==> config.mk <==
export PLATFORM = sky130hd
export DESIGN_NAME = poly_reduce_stream
export DESIGN_NICKNAME = d
export VERILOG_FILES = /design/src/rtl/dilithium_pkg.sv /design/src/rtl/coeff_reduce.sv /design/src/rtl/poly_reduce_stream.sv
export SDC_FILE = /design/constraint.sdc
export NUM_CORES = 2
export LEC_CHECK = 0
export ABC_AREA = 1
export BUFFER_PORTS_ARGS = -buffer_cell sky130_fd_sc_hd__buf_2
export CORE_MARGIN = 10
export CORE_UTILIZATION = 45
export CTS_CLUSTER_DIAMETER = 80
export CTS_CLUSTER_SIZE = 28
export DETAILED_ROUTE_END_ITERATION = 8
export GPL_TIMING_DRIVEN = 0
export PLACE_DENSITY_LB_ADDON = 0.3
export SETUP_SLACK_MARGIN = 0.4
export SYNTH_ARGS = -nofsm -noshare
export SYNTH_HDL_FRONTEND = slang
export SYNTH_SLANG_ARGS = --single-unit
==> constraint.sdc <==
create_clock -name clk -period 2.4 [get_ports clk]
set_input_delay 0.36 -clock clk [delete_from_list [all_inputs] [get_ports clk]]
set_output_delay 0.36 -clock clk [all_outputs]
set_load 0.05 [all_outputs]
==> src/rtl/dilithium_pkg.sv <==
// ============================================================================
// Module      : dilithium_pkg
// Description : Shared Dilithium constants and reduction mode encodings.
// Revision    : 1.0 - initial release
// ============================================================================
`default_nettype none

package dilithium_pkg;

  localparam logic signed [31:0] c_q         = 32'sd8380417;
  localparam logic signed [31:0] c_round     = 32'sd4194304;
  localparam int                 c_n_default = 256;

  typedef enum logic [1:0] {
    MODE_CADDQ    = 2'd0,
    MODE_REDUCE32 = 2'd1,
    MODE_FREEZE   = 2'd2,
    MODE_RSVD     = 2'd3
  } mode_e;

endpackage

`default_nettype wire

==> src/rtl/coeff_reduce.sv <==
// ============================================================================
// Module      : coeff_reduce
// Description : Per-coefficient reduction; stage 0 = REDUCE32, stage 1 = CADDQ.
// Revision    : 1.0 - initial release
// ============================================================================
`default_nettype none

module coeff_reduce
  import dilithium_pkg::*;
(
  input  logic [31:0] a,
  input  logic [1:0]  mode,
  input  logic        stage,
  output logic [31:0] r
);

  logic signed [31:0] w_a;
  logic signed [31:0] w_t;
  logic signed [31:0] w_red;
  logic signed [31:0] w_cadd;
  logic               w_do_red;
  logic               w_do_cadd;

  always_comb begin
    w_a       = a;
    w_t       = (w_a + c_round) >>> 23;
    w_red     = w_a - w_t * c_q;
    w_cadd    = w_a + (w_a[31] ? c_q : 32'sd0);
    w_do_red  = (mode == MODE_REDUCE32) || (mode == MODE_FREEZE);
    // Reserved encoding falls through to the conditional add.
    w_do_cadd = (mode != MODE_REDUCE32);
    if (stage) begin
      r = w_do_cadd ? w_cadd : a;
    end else begin
      r = w_do_red ? w_red : a;
    end
  end

endmodule

`default_nettype wire

==> src/rtl/poly_reduce_stream.sv <==
// ============================================================================
// Module      : poly_reduce_stream
// Description : Two-stage streaming polynomial reducer (REDUCE32 -> CADDQ).
// Revision    : 1.0 - initial release
// ============================================================================
`default_nettype none

module poly_reduce_stream
  import dilithium_pkg::*;
#(
  parameter int LANES = 8,
  parameter int N     = c_n_default
) (
  input  logic                  clk,
  input  logic                  rst_n,
  input  logic [1:0]            mode,
  input  logic                  in_valid,
  output logic                  in_ready,
  input  logic [32*LANES-1:0]   in_data,
  output logic                  out_valid,
  input  logic                  out_ready,
  output logic [32*LANES-1:0]   out_data,
  output logic                  out_last,
  output logic                  busy
);

  localparam int BEATS = N / LANES;
  localparam int CNT_W = (BEATS > 1) ? $clog2(BEATS) : 1;
  localparam logic [CNT_W-1:0] C_LAST_BEAT = CNT_W'(BEATS - 1);

  logic [CNT_W-1:0]      r_beat_cnt;
  logic [1:0]            r_mode;
  logic                  r_s1_valid;
  logic                  r_s1_last;
  logic [1:0]            r_s1_mode;
  logic [32*LANES-1:0]   r_s1_data;
  logic                  r_out_valid;
  logic                  r_out_last;
  logic [32*LANES-1:0]   r_out_data;

  logic                  w_advance;
  logic                  w_accept;
  logic                  w_is_last;
  logic [1:0]            w_beat_mode;
  logic [32*LANES-1:0]   w_s1_next;
  logic [32*LANES-1:0]   w_s2_next;

  assign w_advance   = !r_out_valid || out_ready;
  assign w_accept    = in_valid && w_advance;
  assign w_is_last   = (r_beat_cnt == C_LAST_BEAT);
  // Beat 0 sees the live mode; later beats use the copy latched at beat 0.
  assign w_beat_mode = (r_beat_cnt == '0) ? mode : r_mode;

  assign in_ready  = w_advance;
  assign out_valid = r_out_valid;
  assign out_last  = r_out_last;
  assign out_data  = r_out_data;
  assign busy      = (r_beat_cnt != '0) || r_s1_valid || r_out_valid;

  for (genvar k = 0; k < LANES; k++) begin : g_lanes
    coeff_reduce u_stage1 (
      .a     (in_data[32*k +: 32]),
      .mode  (w_beat_mode),
      .stage (1'b0),
      .r     (w_s1_next[32*k +: 32])
    );
    coeff_reduce u_stage2 (
      .a     (r_s1_data[32*k +: 32]),
      .mode  (r_s1_mode),
      .stage (1'b1),
      .r     (w_s2_next[32*k +: 32])
    );
  end

  always_ff @(posedge clk or negedge rst_n) begin
    if (!rst_n) begin
      r_beat_cnt  <= '0;
      r_mode      <= '0;
      r_s1_valid  <= 1'b0;
      r_s1_last   <= 1'b0;
      r_s1_mode   <= '0;
      r_s1_data   <= '0;
      r_out_valid <= 1'b0;
      r_out_last  <= 1'b0;
      r_out_data  <= '0;
    end else begin
      if (w_accept) begin
        r_beat_cnt <= w_is_last ? '0 : r_beat_cnt + 1'b1;
        if (r_beat_cnt == '0) begin
          r_mode <= mode;
        end
      end
      // Whole pipeline moves together; an empty input slot becomes a bubble.
      if (w_advance) begin
        r_s1_valid  <= w_accept;
        r_s1_last   <= w_accept && w_is_last;
        r_s1_mode   <= w_beat_mode;
        r_s1_data   <= w_s1_next;
        r_out_valid <= r_s1_valid;
        r_out_last  <= r_s1_last;
        r_out_data  <= w_s2_next;
      end
    end
  end

endmodule

`default_nettype wire

==> results.toml <==
[synth]
ys_warn_count = 0
post_synth_most_frequent_cells = "sky130_fd_sc_hd__nand2_1, sky130_fd_sc_hd__inv_1, sky130_fd_sc_hd__ha_1"
yosysSeqAreaShare_pct = 17.85
synth_top_area_cell = "sky130_fd_sc_hd__nand2_1"
syn-mean-instance-area_um2 = 6.342
async_reset_ff_share_pct = 100.0
syn-num-nets = 13050
synthCells = 11600
synth_cell_type_count = 45
synth_enable_flop_cells = 0
yosys.cell_count.top_type = "sky130_fd_sc_hd__nand2_1"
synthesis.area_mm2 = 0.07358
synthFlopType = "sky130_fd_sc_hd__dfrtp_1"
ys_top_cells_by_area = "sky130_fd_sc_hd__nand2_1, sky130_fd_sc_hd__dfrtp_1, sky130_fd_sc_hd__ha_1, sky130_fd_sc_hd__inv_1, sky130_fd_sc_hd__fa_1"
synth-seq-cells = 525
synth.top_cell.area_share_pct = 18.38

[final_layout]
fillers = 15800
fin_cells = 14690
layout.nets = 13910
drive_gt1_share_pct = 22.29
syn_to_layout_area_delta_pct = 25.86
sequential_cell_area_mm2 = 0.01314
multi_input_area_mm2 = 0.05847

[sta]
setup_violations = 503
final_min_period_over_clock_period_pct = 193.0
worst_slew_pin_slew_ns = 1.587
final_period_minus_worst_setup_slack_ns = 4.632
max_freq_mhz = 215.9
fin_ws_ns = -2.232
max_slew_violations = 44
grt_setup_unrepaired = "yes"
final-hold-violation-count = 0
slew_limit_headroom_pct = -5.779
worst_skew_ns = 0.06714

[die]
core_area_mm2 = 0.1626
die_h_um = 424.4
die_outline_area_mm2 = 0.1801
design.portCount = 522
die-width_um = 424.4
rows = 148
floorplan.initialDensity_pct = 45.26

[routing]
route.vias.total = 80110
routed_wire_length_per_instance_um = 23.57
final_antenna_net_count = 0
drt_initial_violations = 7352
drt_wl_total_um = 346200
drt-pass1-iter-count = 9
viasPerCell = 5.454
post-route-drc-count = 0

[worst_setup_path]
crit_path_class = "in -> reg"
critical_path_s_slowest_cell = "sky130_fd_sc_hd__fa_1"
crit_path_max_fanout = 4
crit_path_max_incr_delay_ns = 0.55
worstSetupEndpointType = "flop"
worstSetupStartpointType = "input pin"
cpMostUsedCell = "sky130_fd_sc_hd__nand2_1"
crit_arrival_ns = 5.20
required_arrival_time_at_the_worst_endpoint_ns = 2.96

[cts]
clockRootBuffer = "sky130_fd_sc_hd__clkbuf_16"
cts.clk_slew.worst_paths_ns = 0.11
deepest_level_of_the_cts_h_tree = 2
clock_sink_count = 525
numCtsBuffers = 38
worstSkewPairLatency_ns = 0.68
tritoncts = "built"
clock_path_buffers = 3

[placement]
detailed_place_hpwl_um = 280200
port-buffer-count = 521
gp_weighted_congestion = 1.042
cell_count_after_placement = 14300

[job]
max_cap_viol_count = 5

[global_routing]
antenna_violations_before_repair = 29
grt_first_pass_wirelength_um = 496000
grt_start_max_net_pins = 122
grt_pass1_vias = 76460
grt.overflow.total = 0
grt_use_total_pct = 36.69

[run_status]
violations = "capacitance limit, slew limit, setup timing"
outcome = "complete, but fails checks"

[hold_path]
worstHoldPathType = "in -> reg"
metal layers:
layer / up-vias / track usage, % / part of all wire [%]
met5: - / 0 / 0.037
met4: 20 / 28.99 / 10
li1: 37520 / - / -
met3: 1024 / 6.559 / 8.1
met2: 3551 / 57.96 / 44
met1: 38000 / 43.98 / 38
registers in the layout, indices dropped and copies added (netlist names):
register and flops:
r_s1_last 1, r_beat_cnt 5, out_data 256, r_mode 2, r_s1_valid 1, out_valid 1, r_s1_mode 2, r_s1_data 256
out_last 1
final timing paths:
check,startpoint,to,slack [ns],cells past startpoint
worst max-delay path,in_data[154],r_s1_data[156]$_DFFE_PN0N_,-2.23,26
worst min-delay path,in_data[45],r_s1_data[45]$_DFFE_PN0N_,0.02,3
worst max register to register,r_s1_mode[0]$_DFFE_PN0N_,out_data[143]$_DFFE_PN0N_,-1.41,7
worst min register to register,r_s1_valid$_DFFE_PN0N_,out_valid$_DFFE_PN0N_,0.47,2
max in group asynchronous,rst_n,out_data[50]$_DFFE_PN0N_,0.42,4
min in group asynchronous,rst_n,r_s1_data[116]$_DFFE_PN0N_,0.34,2
layout by cell type (no fill, tap or decap), drive strengths merged:
master	netlist	layout
nand3	783	783
diode	0	21
buf	112	936
dlygate4sd3	0	1
mux2	1	1
xnor2	109	109
dfrtp	525	525
a31oi	30	30
ha	835	835
nand4	148	148
o21ai	568	568
a21o	22	22
bufinv	0	2
xor2	201	201
nand3b	24	24
nor3	167	167
o31ai	8	8
clkinvlp	0	2
a21oi	336	336
nand2	3610	3610
clkbuf	112	149
fa	352	352
nor4	35	35
o21a	6	6
and2	30	30
nor2	824	824
inv	2563	2575
or2	45	45
nor3b	5	5
clkinv	0	11
o22ai	13	13
a22o	2	2
o21bai	79	79
o211ai	58	58
area by class of cell:
| class | count | area share (%) |
|---|---|---|
| Multi-Input combinational cell | 8291 | 63.13 |
| Sequential cell | 525 | 14.19 |
| Inverter | 2563 | 10.55 |
| Timing Repair Buffer | 821 | 6.180 |
| Tap cell | 2175 | 2.939 |
| Buffer | 224 | 1.361 |
| Clock buffer | 41 | 1.062 |
| Clock inverter | 27 | 0.5337 |
| Antenna cell | 21 | 0.05674 |
worst max-delay path, delay by kind of cell:
| family | cells | cell delay (ns) |
|---|---|---|
| simple gates | 11 | 1.47 |
| xor+xnor | 2 | 0.29 |
| compound gates | 2 | 0.43 |
| buf+inv | 5 | 0.49 |
| fa+ha+maj | 6 | 2.15 |
logic make-up (layout without fill, tap and decap cells):
group                    count (synthesis)  count (layout)  share of synthesized area (%)
AND/OR/NAND/NOR                       5671            5671                          31.63
buffers and inverters                 2787            3676                          14.57
adder cells (fa/ha/maj)               1187            1187                          23.78
AO/OA/AOI/OAI                         1122            1122                          8.436
flip-flops                             525             525                          17.85
XOR/XNOR                               310             310                          3.710
multiplexers                             1               1                        0.01530
other                                    0              21                              0
metrics by stage:
step / setup TNS [ns] / hold slack [ns] / utilization, % / instance area (µm²) / worst slack [ns]
global placement: -5947.44 / 0.4478 / 51.54 / 83800 / -10.02
global route: -499.89 / 0.03152 / 56.93 / 92570 / -2.402
CTS: -430.78 / 0.01093 / 54.68 / 88900 / -2.134
finish: -482.46 / 0.02260 / 56.96 / 92610 / -2.232
detailed placement: -754.56 / 0.4015 / 51.62 / 83930 / -3.584
floorplan: -331.83 / 0.06441 / - / 78470 / -2.394
what timing repair did:
item | CTS | global route
endpoints found under the setup margin | 528 | 768
setup buffers | 173 | 122
resized for setup | 523 | 743
hold buffers | 1 | 0
endpoints found under the hold margin | 76 | 0
pin swaps | 365 | 615
Power is not shown: default switching activity piles up to over one toggle a cycle in this logic, so the estimate is an artifact.
